$ cat src/rtl/div_seq_pkg.sv
// Shared definitions for the sequential divider: FSM state encodings,
// handshake constants, bus widths and the sign fix-up helper.
package div_seq_pkg;

  localparam int REG_BUS        = 32;
  localparam int DOUBLE_REG_BUS = 64;

  localparam logic DIV_START            = 1'b1;
  localparam logic DIV_STOP             = 1'b0;
  localparam logic DIV_RESULT_READY     = 1'b1;
  localparam logic DIV_RESULT_NOT_READY = 1'b0;

  // Iteration counter value of the 32nd (final) restoring step.
  localparam logic [5:0] DIV_LAST_ITER = 6'd31;

  typedef enum logic [1:0] {
    DIV_FREE   = 2'b00,
    DIV_BYZERO = 2'b01,
    DIV_ON     = 2'b10,
    DIV_END    = 2'b11
  } div_state_e;

  // Two's-complement negate when neg is set, pass-through otherwise.
  // Used both to take operand magnitudes and to restore result signs.
  function automatic logic [REG_BUS-1:0] cond_negate(input logic [REG_BUS-1:0] v,
                                                     input logic               neg);
    return neg ? (~v + 32'd1) : v;
  endfunction

endpackage

$ cat src/rtl/div_seq.sv
// Sequential restoring radix-2 divider (32-bit, signed or unsigned).
// One quotient bit per cycle; remainder in result_o[63:32], quotient in
// result_o[31:0]. Outputs are registered and held while start_i stays high.
module div_seq
  import div_seq_pkg::*;
(
  input  logic        clk,
  input  logic        rst,
  input  logic        signed_div_i,
  input  logic [31:0] opdata1_i,
  input  logic [31:0] opdata2_i,
  input  logic        start_i,
  input  logic        annul_i,
  output logic [63:0] result_o,
  output logic        ready_o
);

  div_state_e                  state_q,    state_d;
  logic [5:0]                  cnt_q,      cnt_d;
  logic [DOUBLE_REG_BUS:0]     dividend_q, dividend_d;
  logic [REG_BUS-1:0]          divisor_q,  divisor_d;
  logic                        neg_quot_q, neg_quot_d;
  logic                        neg_rem_q,  neg_rem_d;
  logic [DOUBLE_REG_BUS-1:0]   result_q,   result_d;
  logic                        ready_q,    ready_d;

  logic [REG_BUS:0]            div_temp_s;
  logic [DOUBLE_REG_BUS:0]     step_s;
  logic [REG_BUS-1:0]          quot_s;
  logic [REG_BUS-1:0]          rem_s;
  logic                        op1_neg_s;
  logic                        op2_neg_s;
  logic                        abort_s;

  // 33-bit trial subtraction: bit 32 set means the minuend was smaller (borrow).
  assign div_temp_s = {1'b0, dividend_q[63:32]} - {1'b0, divisor_q};

  assign op1_neg_s = signed_div_i & opdata1_i[31];
  assign op2_neg_s = signed_div_i & opdata2_i[31];
  assign abort_s   = annul_i | (start_i == DIV_STOP);

  // One restoring step of the {remainder, dividend} shift register and the
  // sign-corrected result it would yield if this were the last step.
  always_comb begin
    if (div_temp_s[32]) begin
      step_s = {dividend_q[63:0], 1'b0};
    end else begin
      step_s = {div_temp_s[31:0], dividend_q[31:0], 1'b1};
    end
    quot_s = cond_negate(step_s[31:0], neg_quot_q);
    rem_s  = cond_negate(step_s[64:33], neg_rem_q);
  end

  // Next-state, datapath and output decode for the divider FSM.
  always_comb begin
    state_d    = state_q;
    cnt_d      = cnt_q;
    dividend_d = dividend_q;
    divisor_d  = divisor_q;
    neg_quot_d = neg_quot_q;
    neg_rem_d  = neg_rem_q;
    result_d   = result_q;
    ready_d    = ready_q;
    case (state_q)
      DIV_FREE: begin
        result_d = 64'd0;
        ready_d  = DIV_RESULT_NOT_READY;
        if ((start_i == DIV_START) && !annul_i) begin
          cnt_d      = 6'd0;
          neg_quot_d = op1_neg_s ^ op2_neg_s;
          neg_rem_d  = op1_neg_s;
          divisor_d  = cond_negate(opdata2_i, op2_neg_s);
          dividend_d = {32'd0, cond_negate(opdata1_i, op1_neg_s), 1'b0};
          if (opdata2_i == 32'd0) begin
            state_d = DIV_BYZERO;
          end else begin
            state_d = DIV_ON;
          end
        end else begin
          state_d = DIV_FREE;
        end
      end
      DIV_BYZERO: begin
        if (abort_s) begin
          state_d  = DIV_FREE;
          result_d = 64'd0;
          ready_d  = DIV_RESULT_NOT_READY;
        end else begin
          state_d  = DIV_END;
          result_d = 64'd0;
          ready_d  = DIV_RESULT_READY;
        end
      end
      DIV_ON: begin
        if (abort_s) begin
          state_d  = DIV_FREE;
          cnt_d    = 6'd0;
          result_d = 64'd0;
          ready_d  = DIV_RESULT_NOT_READY;
        end else begin
          dividend_d = step_s;
          if (cnt_q == DIV_LAST_ITER) begin
            state_d  = DIV_END;
            cnt_d    = 6'd0;
            result_d = {rem_s, quot_s};
            ready_d  = DIV_RESULT_READY;
          end else begin
            cnt_d = cnt_q + 6'd1;
          end
        end
      end
      DIV_END: begin
        if (abort_s) begin
          state_d  = DIV_FREE;
          result_d = 64'd0;
          ready_d  = DIV_RESULT_NOT_READY;
        end else begin
          state_d = DIV_END;
        end
      end
      default: begin
        state_d  = DIV_FREE;
        cnt_d    = 6'd0;
        result_d = 64'd0;
        ready_d  = DIV_RESULT_NOT_READY;
      end
    endcase
  end

  // All divider state, counter, shift register and outputs update here.
  always_ff @(posedge clk) begin
    if (rst) begin
      state_q    <= DIV_FREE;
      cnt_q      <= 6'd0;
      dividend_q <= 65'd0;
      divisor_q  <= 32'd0;
      neg_quot_q <= 1'b0;
      neg_rem_q  <= 1'b0;
      result_q   <= 64'd0;
      ready_q    <= DIV_RESULT_NOT_READY;
    end else begin
      state_q    <= state_d;
      cnt_q      <= cnt_d;
      dividend_q <= dividend_d;
      divisor_q  <= divisor_d;
      neg_quot_q <= neg_quot_d;
      neg_rem_q  <= neg_rem_d;
      result_q   <= result_d;
      ready_q    <= ready_d;
    end
  end

  assign result_o = result_q;
  assign ready_o  = ready_q;

endmodule

$ cat config.mk
export PLATFORM = sky130hd
export DESIGN_NAME = div_seq
export DESIGN_NICKNAME = d
export VERILOG_FILES = /design/src/rtl/div_seq_pkg.sv /design/src/rtl/div_seq.sv
export SDC_FILE = /design/constraint.sdc
export NUM_CORES = 1
export LEC_CHECK = 0
export BUFFER_PORTS_ARGS = -buffer_cell sky130_fd_sc_hd__buf_4
export CORE_MARGIN = 5
export CORE_UTILIZATION = 50
export CTS_CLUSTER_SIZE = 30
export DETAILED_ROUTE_END_ITERATION = 7
export PLACE_DENSITY = 0.7
export SLEW_MARGIN = 20
export SYNTH_ARGS = -nofsm -noshare
export SYNTH_HDL_FRONTEND = slang
export SYNTH_SLANG_ARGS = --single-unit
$ cat constraint.sdc
create_clock -name clk -period 8.68 [get_ports clk]
set_clock_uncertainty 0.1 [all_clocks]
set_input_delay 0.868 -clock clk [delete_from_list [all_inputs] [get_ports clk]]
set_output_delay 0.868 -clock clk [all_outputs]
set_load 0.02 [all_outputs]
---- Word level (Yosys, flattened, before mapping) ----
Index checks and enable logic that the tools add are counted.
operators by class
  $add $sub $neg .......................... 6
  multiply operators ...................... 0
  divide/modulo/power cells ............... 0
  $lt $le $gt $ge ......................... 0
  equal/unequal tests ..................... 8
  shifts and indexed selects .............. 0
  multiplexer cells ....................... 27
  bitwise gates (word level) .............. 9
  reduce and logical (&&, ||, !) cells .... 11
operators by type and width
  operator               count
  $mux 64                5
  $pmux 64 s3            1
  $add 32x1->32 const B  4
  $mux 32                4
  $not 32->32            4
  $pmux 64 s2            1
  $mux 65                1
  $sub 32x32->33         1
  $logic_not 32->1       1
  $mux 6                 3
  $pmux 6 s2             1
  $mux 2                 5
  $add 6x1->6 const B    1
  $eq 6x5->1 const B     1
  $ne 2x2->1 const B     3
  $pmux 2 s3             1
  $reduce_and 2->1       3
  $eq 2x2->1 const B     2
  $mux 1                 4
  $pmux 1 s4             1
  $reduce_or 2->1        2
  $ne 3x3->1 const B     1
  $reduce_and 3->1       1
  $and 1x1->1            2
  other kinds (8)        8
storage, ports and cells
  flip-flop bits (word level) ............. 171
  bits in latches ......................... 0
  memory bits (writable) .................. 0
  memory bits (read-only) ................. 0
  bits of input ports ..................... 69
  output and inout bits ................... 65
  word-level logic and storage cells ...... 69
  memories kept ........................... 0

---- Depth between registers and ports, before layout ----
  word-level depth ........................ 8
  depth in mapped cells ................... 23

---- Worst setup path after synthesis ----
OpenSTA, ideal clock, no wires.
  kind .................................... register -> register
  start ................................... register dividend_q[32]
  end ..................................... register result_q[60], in the netlist result_o[60]
  arrival time ............................ 4.397 ns
  setup slack ............................. 4.056 ns
  cell stages (with the launch flop) ...... 24
  clock period less this slack ............ 4.624 ns
  cell sequence ........................... dfxtp_1 inv_1 ha_1 fa_1 nand2b_1 a21oi_2 a31oi_2 o211a_4 a31oi_4 inv_4 buf_6 clkbuf_1 buf_2 a21oi_1 ha_1 nor3b_1 nand2_1 nor3_1 nand3_1 o31ai_1 nand3b_1 o31ai_1 xor2_1 o21ai_1
on the way
  longest elaborated chain between the ends .. 8
RTL lines
  item                    RTL line           text
  from (decl)             div_seq.sv:20      logic [DOUBLE_REG_BUS:0] dividend_q, dividend_d;
  from (signal assigned)  div_seq.sv:144     dividend_q <= dividend_d;
  $sub 32x32->33          div_seq.sv:36      assign div_temp_s = {1'b0, dividend_q[63:32]} - {1'b0, divisor_q};
  $mux 65 (*)             div_seq.sv:45      if (div_temp_s[32]) begin
  $not 32->32             div_seq_pkg.sv:27  return neg ? (~v + 32'd1) : v;
  $add 32x1->32           div_seq_pkg.sv:27
  $mux 32 (*)             div_seq_pkg.sv:27
  $mux 64 (*)             div_seq.sv:102     if (cnt_q == DIV_LAST_ITER) begin
  $mux 64 (*)             div_seq.sv:95      if (abort_s) begin
  $pmux 64 s3 (*)         div_seq.sv:64      case (state_q)
  to (signal assigned)    div_seq.sv:148     result_q <= result_d;
  to (decl)               div_seq.sv:24      logic [DOUBLE_REG_BUS-1:0] result_q, result_d;
Every way passes the cells marked *; elsewhere a longest branch is shown, timed or not. The select of a mux whose other input is x is not followed.
A chain may end at the register's enable or synchronous reset.

---- Worst setup path in the final report ----
  start ................................... register dividend_q[32]
  end ..................................... register result_q[62], in the netlist result_o[62]
The elaborated chain is that of the path after synthesis.

==> results.txt <==
The number of nets produced by synthesis came out at 1705. Walking the worst path, the cells encountered are inv_1 > ha_1 > fa_1 > nand2b_1 > a21oi_2 > a31oi_2 > o211a_4 > a31oi_4 > buf_4 > inv_4 > a21oi_1 > ha_1 > nor3b_1 > nand2_1 > nor3_1 > nand3_1 > o31ai_1 > nand3b_1 > o31ai_1 > xnor2_1 > o21ai_1. The finished cells cover 13500 um2. The placeable core region came out at 23300 um2. TritonCTS created 17 clock buffers. The worst setup timing slack at the placement stage came out at 3170 ps.

The number of max-slew violations in the final report came out at 0. The run finished with clean final reports. The worst hold slack after final layout came out at 350 ps.

The die is 163 um tall. The synthesized area per cell came out at 7.38 um2. Setup repair after global routing left no endpoint under its margin. For this configuration, the core starts out at a cell density of 0.504. Counting along the longest clock path gives a buffer depth of 2.

Once detail routing completed, the nets flagged for antenna violations numbered 0. Detailed placement finished with a half-perimeter wire length of 26.7 mm. The number of different library cells used by synthesis comes to 88. The class of the tightest hold or removal check is flip-flop to flip-flop. STA classifies the critical path endpoint as a flip-flop. The number of buffers added for setup after CTS is 0. The sequential share of power is 0.404.

The number of standard-cell rows in the floorplan came out at 56. IR analysis of the VDD net gives a maximum drop of 0.000100 V. The count of cells along the worst hold path is 2. The number of primary I/O pins is 134.

In this run the critical register-to-register path is launched from dividend_q[32]. The first global-routing pass estimated 56.4 mm of wire. The post-detailed-route via-to-cell ratio came out at 5.87. The share of the Yosys chip area taken by registers is 0.291. The measured slew at the worst slew-check pin is 1080 ps.

At the end of the flow, the number of nets in the layout was 1773. The TritonCTS clock tree is yes. The worst hold endpoint is result_o[31]. In this run, synthesis produced a sequential element count of 171.

The final worst setup slack came out at 3040 ps. The worst slew margin relative to its limit came out at 0.278. The number of enable flip-flop cells after synthesis is 0. The data arrival time at the worst-slack endpoint came out at 5850 ps. The layout cell share with drive strength beyond 1 is 0.130. The number of warnings printed during yosys synthesis is 0.

The library cell used as clock root buffer is clkbuf_16. The total overflow left after global routing is 0. The time the worst path needs with I/O delays and setup is 5640 ps. Port buffering added 133 buffers. The reported net switching power came out at 0.666 mW.

Setup violations remaining at the end of the flow were counted as 0. The peak fanout along the critical path is 63. The sink count of the clock tree is 171. The die covers 26700 um2. The first TritonRoute pass finished after 5 iterations. The DRC violations left is 0. The share of flip-flops with an asynchronous set or reset came out at 0.

The setup slack of the worst register-to-register path came out at 3040 ps. The maximum clock frequency is 0.177 GHz. The worst setup path is launched from a flip-flop. The total internal power came out at 1.38 mW. The total routing usage reported by global routing came out at 0.261.

The number of DRC markers in iteration 0 came out at 1033. The number of instances resized during post-cts repair is 0. The worst-path cell with the longest stage delay is buf_4. The layout-stage area growth over the synthesis result is 14.7%. The clock-pin slew on the worst setup and hold paths is 70 ps. The final antenna diode count came out at 0. The critical path class is flip-flop to flip-flop.

In this run the cell area measured after placement is 12900 um2. The relative contribution of combinational cells to total power came out at 0.202. The width of the die is 163 um. The peak per-stage delay on the critical path is 450 ps. The insertion delay to the later sink of the worst-skew pair is 440 ps. The most used flip-flop cell after synthesis is dfxtp_1. The vias after detailed routing is 11.7k.

The number of hold-repair buffers added at the cts stage came out at 0. The via count of the first global-routing pass came out at 10.8k. The last weighted congestion value of the routability-driven placer is 0.927. Dividing total power by cell area gives a power density of 151 nW/um2. After detailed routing, the total wire length is 35.3 mm. Setup total negative slack on the finished layout was measured at 0 ps.

The maximum number of pins on one net before global-route repair came out at 68. Of the total power, the share spent switching nets is 0.326. The initial antenna violation count came out at 1. The clock tree synthesis step divided the H-tree into 4 levels. The fraction of power consumed by the clock network came out at 0.394. Counting cells, the worst reg-to-reg path comes to 21. Dividing the final minimum period by the clock period gives 0.650. Summed over all cells, the static leakage comes to 5.35 nW.

The reg-to-reg endpoint is result_o[62]. The mapped netlist covers 11800 um2. Across the run, the number of max-cap violations was 0. The hold path startpoint is result_o[31]. The post-synthesis instance total came out at 1594. The data required time at the worst endpoint is 8890 ps. The number of hold violations in the final report came out at 0.

The routed wire length per instance is 17.7 um.
## layer usage
layer / up-vias / part of all wire / GRT usage
li1: 5809 / - / -
met1: 5457 / 0.47 / 0.378
met2: 383 / 0.45 / 0.400
met3: 54 / 0.063 / 0.0447
met4: 2 / 0.023 / 0.0747
met5: - / 0.00037 / 0
## synthesized netlist by cell type (9+ instances only)
cell	instances	area [um2]
o21ai_0	103	515
ha_1	41	513
mux2i_1	16	160
dfxtp_1	171	3420
o41ai_1	10	87.6
nand4_1	9	56.3
nor2_1	200	751
or3_1	22	138
inv_1	54	203
nor2b_1	13	81.3
a21oi_1	126	631
nand3_1	29	145
and2_1	12	75.1
o21a_1	11	82.6
xor2_1	55	482
o21ai_1	16	80.1
o31ai_1	18	135
a31oi_1	12	75.1
xnor2_1	78	683
nand2_1	221	830
a211oi_1	30	225
a22oi_1	52	390
nor4_1	13	81.3
clkbuf_1	73	274
nor3_1	39	195
buf_2	14	70.1
and3_1	9	56.3
a21o_1	12	90.1
## cells by family after synthesis
group                    count (synthesis)  synth area share
AO/OA/AOI/OAI                          470             0.263
XOR/XNOR                               133            0.0990
adder cells (fa/ha/maj)                 42            0.0453
buffers and inverters                  152            0.0521
flip-flops                             171             0.291
multiplexers                            17            0.0148
AND/OR/NAND/NOR                        609             0.235
## per-stage QoR
| step | utilization | instances | power (mW) |
|---|---|---|---|
| after global placement | 0.552 | 1962 | 1.25 |
| final | 0.579 | 1994 | 2.05 |
| after CTS | 0.579 | 1994 | 2.05 |
| after floorplan | - | 1594 | 1.13 |
| after detailed placement | 0.552 | 1962 | 1.25 |
| after global routing | 0.579 | 1994 | 2.13 |
## layout make-up
| cell class | instances | area [um2] |
|---|---|---|
| clock buffers | 17 | 425 |
| clock inverters | 15 | 194 |
| fillers | 2248 | 9830 |
| inverters | 55 | 209 |
| multi-input cells | 1271 | 7750 |
| flip-flops and latches | 171 | 3420 |
| well taps | 319 | 399 |
| repair buffers | 146 | 1100 |
## layout by cell type (no fill, tap or decap), types with 29 or more instances in the layout
cell / instances
nor2_1: 197
inv_1: 54
nand2_1: 221
o21ai_0: 103
a22oi_1: 52
nand3_1: 29
ha_1: 40
xnor2_1: 78
xor2_1: 55
nor3_1: 39
a21oi_1: 126
a211oi_1: 30
dfxtp_1: 171
buf_4: 146
## worst max path at each step
stage              startpoint           end  slack, ps  cells past startpoint
6_report       dividend_q[32]  result_o[62]       3040                     21
5_1_grt        dividend_q[32]  result_o[62]       2630                     21
4_1_cts        dividend_q[32]  result_o[60]       3140                     21
3_5_place_dp   dividend_q[32]  result_o[60]       3170                     21
3_3_place_gp   dividend_q[32]  result_o[58]       3300                     21
2_1_floorplan  dividend_q[32]  result_o[60]       4060                     23
## critical path: cells and delay by family, from the launching register on
kind / cells / cell delay [ps]
buffers and inverters: 3 / 860
DFF: 1 / 340
xor gates and xnor gates: 1 / 160
adders and majority gates: 3 / 870
and+or+nand+nor: 6 / 1250
AOI/OAI and AO/OA: 8 / 1870
## registers in the layout, summed over array words and instances (netlist names)
signal	flops
cnt_q	6
result_o	64
neg_rem_q	1
neg_quot_q	1
dividend_q	64
ready_o	1
state_q	2
divisor_q	32
## power groups by stage
stage	Sequential, mW	Combinational, mW	Clock (mW)
3_3_place_gp	0.844	0.402	0
5_1_grt	0.830	0.455	0.846
6_report	0.827	0.413	0.805
3_5_place_dp	0.845	0.405	0
2_1_floorplan	0.838	0.292	0
4_1_cts	0.827	0.408	0.811
Note: power is estimated with default switching activity, not from simulation.
